## src/rtl/mem_port_arbiter_if.sv

```systemverilog
// rtl/mem_port_arbiter_if.sv - CPU, DMA and data-RAM port bundle for mem_port_arbiter
// slave is the arbiter's view; master is the view of the CPU/DMA/RAM side.
interface mem_port_arbiter_if #(
  parameter int ADDR_W = 8,
  parameter int DATA_W = 32
);
  logic              cpu_rd;
  logic              cpu_wr;
  logic [ADDR_W-1:0] cpu_addr;
  logic [DATA_W-1:0] cpu_wdata;
  logic [DATA_W-1:0] cpu_rdata;
  logic              cpu_continue;

  logic              dma_req;
  logic              dma_wr;
  logic [ADDR_W-1:0] dma_addr;
  logic [DATA_W-1:0] dma_wdata;
  logic              dma_gnt;
  logic              dma_done;
  logic [DATA_W-1:0] dma_rdata;

  logic              ram_en;
  logic              ram_we;
  logic [ADDR_W-1:0] ram_addr;
  logic [DATA_W-1:0] ram_wdata;
  logic [DATA_W-1:0] ram_rdata;

  modport slave (
    input  cpu_rd, cpu_wr, cpu_addr, cpu_wdata,
    output cpu_rdata, cpu_continue,
    input  dma_req, dma_wr, dma_addr, dma_wdata,
    output dma_gnt, dma_done, dma_rdata,
    output ram_en, ram_we, ram_addr, ram_wdata,
    input  ram_rdata
  );

  modport master (
    output cpu_rd, cpu_wr, cpu_addr, cpu_wdata,
    input  cpu_rdata, cpu_continue,
    output dma_req, dma_wr, dma_addr, dma_wdata,
    input  dma_gnt, dma_done, dma_rdata,
    input  ram_en, ram_we, ram_addr, ram_wdata,
    output ram_rdata
  );
endinterface

```

## src/rtl/mem_port_arbiter.sv

```systemverilog
// rtl/mem_port_arbiter.sv - data-RAM port arbiter, CPU priority with DMA starvation guard
// Optional MEM_ARB_PERF_EN adds cpu_stall_cnt / dma_xfer_cnt performance counters.
module mem_port_arbiter #(
  parameter int ADDR_W      = 8,
  parameter int DATA_W      = 32,
  parameter int MAX_CPU_RUN = 4
) (
  input  logic                clk,
  input  logic                reset,
  mem_port_arbiter_if.slave   bus
`ifdef MEM_ARB_PERF_EN
  ,
  output logic [15:0]         cpu_stall_cnt,
  output logic [15:0]         dma_xfer_cnt
`endif
);

  typedef enum logic [1:0] {
    IDLE   = 2'd0,
    CPU_RD = 2'd1,
    DMA_RD = 2'd2
  } state_t;

  localparam logic [3:0] MAX_RUN = 4'(MAX_CPU_RUN);

  state_t            state, state_nxt;
  logic [3:0]        starve_cnt, starve_nxt;

  logic              cpu_req;
  logic              force_dma;

  logic              ram_en_c;
  logic              ram_we_c;
  logic [ADDR_W-1:0] ram_addr_c;
  logic [DATA_W-1:0] ram_wdata_c;
  logic              dma_gnt_c;
  logic              dma_done_c;
  logic              cpu_continue_c;
  logic [DATA_W-1:0] cpu_rdata_c;
  logic [DATA_W-1:0] dma_rdata_c;

  assign cpu_req   = bus.cpu_rd | bus.cpu_wr;
  assign force_dma = bus.dma_req & (starve_cnt == MAX_RUN);

  always_ff @(posedge clk or negedge reset) begin
    if (!reset) begin
      state      <= IDLE;
      starve_cnt <= 4'd0;
    end else begin
      state      <= state_nxt;
      starve_cnt <= starve_nxt;
    end
  end

  always_comb begin
    state_nxt      = state;
    starve_nxt     = starve_cnt;
    ram_en_c       = 1'b0;
    ram_we_c       = 1'b0;
    ram_addr_c     = '0;
    ram_wdata_c    = '0;
    dma_gnt_c      = 1'b0;
    dma_done_c     = 1'b0;
    cpu_continue_c = 1'b1;
    cpu_rdata_c    = '0;
    dma_rdata_c    = '0;

    case (state)
      IDLE: begin
        if (cpu_req && !force_dma) begin
          ram_en_c    = 1'b1;
          ram_we_c    = bus.cpu_wr;
          ram_addr_c  = bus.cpu_addr;
          ram_wdata_c = bus.cpu_wdata;
          if (!bus.cpu_wr) begin
            cpu_continue_c = 1'b0;
            state_nxt      = CPU_RD;
          end
          if (bus.dma_req && (starve_cnt != MAX_RUN)) begin
            starve_nxt = starve_cnt + 4'd1;
          end
        end else if (bus.dma_req) begin
          dma_gnt_c      = 1'b1;
          ram_en_c       = 1'b1;
          ram_we_c       = bus.dma_wr;
          ram_addr_c     = bus.dma_addr;
          ram_wdata_c    = bus.dma_wdata;
          starve_nxt     = 4'd0;
          cpu_continue_c = ~cpu_req;
          // A DMA write completes at this edge; a read returns next cycle.
          if (bus.dma_wr) begin
            dma_done_c = 1'b1;
          end else begin
            state_nxt = DMA_RD;
          end
        end
        if (!bus.dma_req) begin
          starve_nxt = 4'd0;
        end
      end

      CPU_RD: begin
        cpu_rdata_c = bus.ram_rdata;
        state_nxt   = IDLE;
      end

      DMA_RD: begin
        dma_rdata_c    = bus.ram_rdata;
        dma_done_c     = 1'b1;
        cpu_continue_c = ~cpu_req;
        state_nxt      = IDLE;
      end

      default: begin
        state_nxt = IDLE;
      end
    endcase

    // Hold the port quiet while reset is low so no write can slip through.
    if (!reset) begin
      ram_en_c       = 1'b0;
      ram_we_c       = 1'b0;
      dma_gnt_c      = 1'b0;
      dma_done_c     = 1'b0;
      cpu_continue_c = 1'b1;
      cpu_rdata_c    = '0;
      dma_rdata_c    = '0;
    end
  end

  assign bus.ram_en       = ram_en_c;
  assign bus.ram_we       = ram_we_c;
  assign bus.ram_addr     = ram_addr_c;
  assign bus.ram_wdata    = ram_wdata_c;
  assign bus.dma_gnt      = dma_gnt_c;
  assign bus.dma_done     = dma_done_c;
  assign bus.dma_rdata    = dma_rdata_c;
  assign bus.cpu_continue = cpu_continue_c;
  assign bus.cpu_rdata    = cpu_rdata_c;

`ifdef MEM_ARB_PERF_EN
  always_ff @(posedge clk or negedge reset) begin
    if (!reset) begin
      cpu_stall_cnt <= 16'd0;
      dma_xfer_cnt  <= 16'd0;
    end else begin
      if (cpu_req && !cpu_continue_c && (cpu_stall_cnt != 16'hFFFF)) begin
        cpu_stall_cnt <= cpu_stall_cnt + 16'd1;
      end
      if (dma_done_c && (dma_xfer_cnt != 16'hFFFF)) begin
        dma_xfer_cnt <= dma_xfer_cnt + 16'd1;
      end
    end
  end
`endif

endmodule

```

## src/flat_wrapper.sv

```systemverilog
// flat-port wrapper written by rule: the top's interface ports become plain ports
module mem_port_arbiter_flat 
#(
  parameter int ADDR_W      = 8,
  parameter int DATA_W      = 32,
  parameter int MAX_CPU_RUN = 4
)
  (clk, reset, bus_cpu_rd, bus_cpu_wr, bus_cpu_addr, bus_cpu_wdata, bus_cpu_rdata, bus_cpu_continue, bus_dma_req, bus_dma_wr, bus_dma_addr, bus_dma_wdata, bus_dma_gnt, bus_dma_done, bus_dma_rdata, bus_ram_en, bus_ram_we, bus_ram_addr, bus_ram_wdata, bus_ram_rdata);
  mem_port_arbiter_if #(.ADDR_W(ADDR_W), .DATA_W(DATA_W)) bus_i ();
  input  logic clk;
  input  logic reset;
  input wire logic [$bits(bus_i.cpu_rd)-1:0] bus_cpu_rd;
  input wire logic [$bits(bus_i.cpu_wr)-1:0] bus_cpu_wr;
  input wire logic [$bits(bus_i.cpu_addr)-1:0] bus_cpu_addr;
  input wire logic [$bits(bus_i.cpu_wdata)-1:0] bus_cpu_wdata;
  output wire logic [$bits(bus_i.cpu_rdata)-1:0] bus_cpu_rdata;
  output wire logic [$bits(bus_i.cpu_continue)-1:0] bus_cpu_continue;
  input wire logic [$bits(bus_i.dma_req)-1:0] bus_dma_req;
  input wire logic [$bits(bus_i.dma_wr)-1:0] bus_dma_wr;
  input wire logic [$bits(bus_i.dma_addr)-1:0] bus_dma_addr;
  input wire logic [$bits(bus_i.dma_wdata)-1:0] bus_dma_wdata;
  output wire logic [$bits(bus_i.dma_gnt)-1:0] bus_dma_gnt;
  output wire logic [$bits(bus_i.dma_done)-1:0] bus_dma_done;
  output wire logic [$bits(bus_i.dma_rdata)-1:0] bus_dma_rdata;
  output wire logic [$bits(bus_i.ram_en)-1:0] bus_ram_en;
  output wire logic [$bits(bus_i.ram_we)-1:0] bus_ram_we;
  output wire logic [$bits(bus_i.ram_addr)-1:0] bus_ram_addr;
  output wire logic [$bits(bus_i.ram_wdata)-1:0] bus_ram_wdata;
  input wire logic [$bits(bus_i.ram_rdata)-1:0] bus_ram_rdata;
  assign bus_i.cpu_rd = bus_cpu_rd;
  assign bus_i.cpu_wr = bus_cpu_wr;
  assign bus_i.cpu_addr = bus_cpu_addr;
  assign bus_i.cpu_wdata = bus_cpu_wdata;
  assign bus_cpu_rdata = bus_i.cpu_rdata;
  assign bus_cpu_continue = bus_i.cpu_continue;
  assign bus_i.dma_req = bus_dma_req;
  assign bus_i.dma_wr = bus_dma_wr;
  assign bus_i.dma_addr = bus_dma_addr;
  assign bus_i.dma_wdata = bus_dma_wdata;
  assign bus_dma_gnt = bus_i.dma_gnt;
  assign bus_dma_done = bus_i.dma_done;
  assign bus_dma_rdata = bus_i.dma_rdata;
  assign bus_ram_en = bus_i.ram_en;
  assign bus_ram_we = bus_i.ram_we;
  assign bus_ram_addr = bus_i.ram_addr;
  assign bus_ram_wdata = bus_i.ram_wdata;
  assign bus_i.ram_rdata = bus_ram_rdata;
  mem_port_arbiter #(.ADDR_W(ADDR_W), .DATA_W(DATA_W), .MAX_CPU_RUN(MAX_CPU_RUN)) u_core (.clk(clk), .reset(reset), .bus(bus_i));
endmodule
```

## config.mk

```make
export PLATFORM = sky130hd
export DESIGN_NAME = mem_port_arbiter_flat
export DESIGN_NICKNAME = d
export VERILOG_FILES = /design/src/rtl/mem_port_arbiter_if.sv /design/src/rtl/mem_port_arbiter.sv /design/src/flat_wrapper.sv
export SDC_FILE = /design/constraint.sdc
export NUM_CORES = 1
export LEC_CHECK = 0
export CAP_MARGIN = 25
export CORE_AREA = 2 2 88 90
export DETAILED_ROUTE_END_ITERATION = 10
export DIE_AREA = 0 0 90 92
export PLACE_DENSITY = 0.8
export SYNTH_ARGS = -nofsm -noshare
export SYNTH_HDL_FRONTEND = slang
export SYNTH_SLANG_ARGS = --single-unit
```

## constraint.sdc

```tcl
create_clock -name clk -period 3.85 [get_ports clk]
set_input_delay 0.77 -clock clk [delete_from_list [all_inputs] [get_ports clk]]
set_output_delay 0.77 -clock clk [all_outputs]
set_load 0.05 [all_outputs]
```

Yosys cells after proc, flatten, opt, wreduce, memory -nomap -nowiden
Cells that the tools add are included.
- logic and storage cells: 59
- output and inout port bits: 109
- flip-flop bits (word level): 6
- input port bits: 118
- bitwise logic cells: 3
- reduce and logical (&&, ||, !) cells: 6
- mux-type cells: 39
- $add $sub $neg: 1
- eq/ne operators: 8
- operators by type and width (kind ; count):
    32-bit two-way mux ; 7
    8-bit two-way mux ; 3
    1-bit two-way mux ; 19
    4-bit two-way mux ; 3
    2-bit two-way mux ; 5
    3-bit by 2-bit != test with 1-bit output, second input constant ; 2
    3-bit != test, second input constant ; 2
    4-bit by 1-bit adder with 4-bit output, second input constant ; 1
    4-bit by 3-bit == test with 1-bit output, second input constant ; 1
    4-bit by 3-bit != test with 1-bit output, second input constant ; 1
    1-bit one-hot mux with 2 select lines ; 2
    3-bit AND reduction ; 1
    2-bit by 1-bit == test with 1-bit output, second input constant ; 1
    2-bit == test, second input constant ; 1
    1-bit logical AND ; 2
    2-bit logical NOT ; 1
    2-bit AND reduction ; 1
    1-bit AND ; 1
    1-bit logical NOT ; 1
    1-bit NOT ; 1
    1-bit OR ; 1

Longest topological paths before layout
- depth after elaboration: 7
- mapped depth: 7
- gate-level depth less buffers: 5

Worst setup path after synthesis
No wires, ideal clock.
- kind: input to output
- start: input port bus_cpu_rd
- end: output port bus_ram_addr[7]
- required time: 3.080 ns
- stages: 5
- slack: 0.569 ns
- path buffers: 2
- arrival time: 2.511 ns
- path through: or2_1 buf_2 and2_1 buf_6 o21ai_0
- word-level cells in the longest chain between the ends: 4
- RTL lines (what ; line ; text):
    start: declaration ; flat_wrapper.sv:12 ; input wire logic [$bits(bus_i.cpu_rd)-1:0] bus_cpu_rd;
    1-bit OR ; mem_port_arbiter.sv:42 ; assign cpu_req = bus.cpu_rd | bus.cpu_wr;
    1-bit logical AND ; mem_port_arbiter.sv:70 ; if (cpu_req && !force_dma) begin
    8-bit two-way mux ; mem_port_arbiter.sv:70 ;
    8-bit two-way mux ; mem_port_arbiter.sv:68 ; case (state)
    end: declaration ; flat_wrapper.sv:27 ; output wire logic [$bits(bus_i.ram_addr)-1:0] bus_ram_addr;
No other way between the ends.

Worst setup path in the final report
- start: input port bus_dma_req
- end: output port bus_ram_addr[7]
- word-level cells in the longest chain between the ends: 5
- elaborated cells between the ends (all ways): 6
- classes of those cells: 3 x mux; 1 x bitwise; 2 x reduce/logical
- RTL lines (what ; line ; text):
    start: declaration ; flat_wrapper.sv:18 ; input wire logic [$bits(bus_i.dma_req)-1:0] bus_dma_req;
    1-bit AND ; mem_port_arbiter.sv:43 ; assign force_dma = bus.dma_req & (starve_cnt == MAX_RUN);
    1-bit logical NOT ; mem_port_arbiter.sv:70 ;
    1-bit logical AND ; mem_port_arbiter.sv:70 ;
    8-bit two-way mux * ; mem_port_arbiter.sv:70 ;
    8-bit two-way mux * ; mem_port_arbiter.sv:68 ;
Every way passes the cells marked *; elsewhere a longest branch is shown, timed or not.

==> run metrics <==
Die Y=92 µm; Worst-Margin Slew=0.503 ns; H-tree depth=1; list of most frequent post-synthesis cells=nor2_1, nand3_1, nand2_1, nand4_1, o21ai_1; unrepaired setup endpoints after global routing=no; mux cell area share after synthesis=0; P per Cell Area=216 mW/mm²; TritonRoute pass-1 iters=4; register area=150 µm²; FP Rows=32; YS warnings=0; Post-synth EDFFs=0; # placed instances=601; clock skew=0.00346 ns; Combinational Power Share=0.842; Int Power=568 µW; Mean Syn Cell Area=5.31 µm²; clk_lat worst skew=0.23 ns; Crit Path Class=input pin to primary output; Starting Density=0.215; worst vdd ir=0.151 mV; Pins Over Slew Limit=0; Final Cycle Share=0.853; IO Pins=227; CTS tree=yes; critical path arrival=2.51 ns; ys async rst share=1.00; DRC viols=0; Post-Synth XOR/XNOR Area=0; worst-case clock buffer depth=2; WL/cell=16.5 µm; largest net degree at the start of global routing=53; Post-CTS Resized=0; initial antenna violation count=1; Mapped Area=0.00160 mm²; PortBufs=226; top-count cell post-synth=nor2_1; Die X=90 µm; register bit total from synthesis=6; vias=3027; non-filler instance count after layout=606; clock period minus worst slack=3.28 ns; largest family of logic cells by synthesized area=simple AND/OR/NAND/NOR gates; final setup fails=0; outcome=complete, no violations; post-synth top area share=0.160; core area=0.00745 mm²; count of cell types in the netlist=29; share of cells above drive strength 1=0.250; sw power=523 µW; Max Cap Viol=0; CTS buffer count=3; Cells after Synth=302; critical path peak fanout=35; HPWL Detailed=8100 µm; Clock Pin Slew Worst Setup and Hold Paths=0.04 ns; Overall Power=1090 µW; gp weighted congestion=0.813; ranking of synthesized cells by area=nand4_1, nor2_1, nand3_1, o21ai_1, nand2_1; Synth Area in Simple Gates=0.604; initial DRC count=153; Switching Share=0.479; via density per instance=5.00; Hold Violations, Final=0; CTS root buffer=clkbuf_8; gr ovfl total=0; first-pass GRT wire length=15200 µm; Synth Net Count=422; DP Worst Slack=0.580 ns; final setup TNS=0 ns; worst hold path class=flop to flop; r2r setup slk=1.99 ns; CP required=3.08 ns; hold buffers post-CTS=0; fmax=305 MHz; footprint of the multi-input gates=0.00126 mm²; CP Capture Type=primary output; post-synthesis adder-cell area fraction=0.0156; fin nets=625; clk sink count=6; relative max-transition margin=0.665; final worst slack=0.566 ns; clock group share of total power=0.087; number of post-CTS setup repair buffers=0; number of fill cells=549; critical path launch point type=input pin; largest area contributor in the netlist=nand4_1; P&R area growth vs syn=215%; Main synth FF type=dfrtp_1; Total Die Area=0.00828 mm²; Total Routing Usage GR=0.225; final WL=10000 µm; post-synthesis sequential area ratio=0.0937; Seq pwr share=0.071; leakage=0.00196 µW; ANT nets after route=0; post-synthesis compound-gate area fraction=0.162; vias in the first global route=2869
[registers in the layout (all words and copies together) (netlist names)]
name,cells
u_core.starve_cnt,4
u_core.state,2
[per-layer routing]
metal / share of wire / wire (µm) / vias up / global-route usage
met4: 0.019 / 192 / 2 / 0.0603
met5: 0.0013 / 13 / - / 0
met3: 0.087 / 872 / 21 / 0.0616
li1: - / - / 1465 / -
met2: 0.55 / 5540 / 164 / 0.444
met1: 0.34 / 3380 / 1375 / 0.232
[worst max-delay path: stages]
cell             delay (ns)
clkdlybuf4s50_1        0.50
nand4b_2               0.18
and2_1                 0.32
buf_12                 0.23
o21ai_0                0.31
buf_12                 0.18
[cell type report]
cell class | instances | area share
repair buffers | 236 | 0.684
multi-input cells | 254 | 0.249
flip-flops and latches | 6 | 0.0298
well taps | 102 | 0.0253
clock buffers | 3 | 0.00819
inverters | 4 | 0.00298
diodes | 1 | 0.000496
[stage by stage]
stage,util,hold WS [ns],cell area (µm²)
6_report,0.677,0.566,5040
5_1_grt,0.677,0.579,5040
4_1_cts,0.673,0.562,5010
3_5_place_dp,0.668,0.552,4970
3_3_place_gp,0.668,0.533,4970
2_1_floorplan,-,0.474,1600
[final timing paths]
path,startpoint,end,cells after the start
worst max-delay path,bus_dma_req,bus_ram_addr[7],6
worst min-delay path,u_core.starve_cnt[0],u_core.starve_cnt[0],1
worst max register to register,u_core.starve_cnt[0],u_core.state[0],6
worst min register to register,u_core.starve_cnt[0],u_core.starve_cnt[0],1
max in group asynchronous,reset,u_core.state[1],2
min in group asynchronous,reset,u_core.starve_cnt[0],2
[layout by cell type (no fill, tap or decap), types with 2 or more instances in the layout]
master	n
buf_4	9
clkbuf_8	3
dfrtp_1	6
nand3_1	43
buf_12	109
ha_1	2
o21ai_1	39
a21oi_1	2
nand2b_1	2
nand2_1	41
nor2_1	66
inv_1	4
nand4_1	41
o21ai_0	3
clkdlybuf4s50_1	117
o311ai_0	2
[kinds of logic after synthesis]
family / Yosys count
AOI/OAI and AO/OA: 49
adders and majority gates: 2
buffers and inverters: 42
DFF: 6
and+or+nand+nor: 203
[power by group through the flow]
stage	Combinational, µW	Clock (µW)	Sequential (µW)
3_3_place_gp	897	0	77.3
6_report	919	95.1	77.6
4_1_cts	914	94.3	77.4
2_1_floorplan	428	0	75.5
5_1_grt	960	99.0	78.2
3_5_place_dp	912	0	78.0
Note: power is estimated with default switching activity, not from simulation.
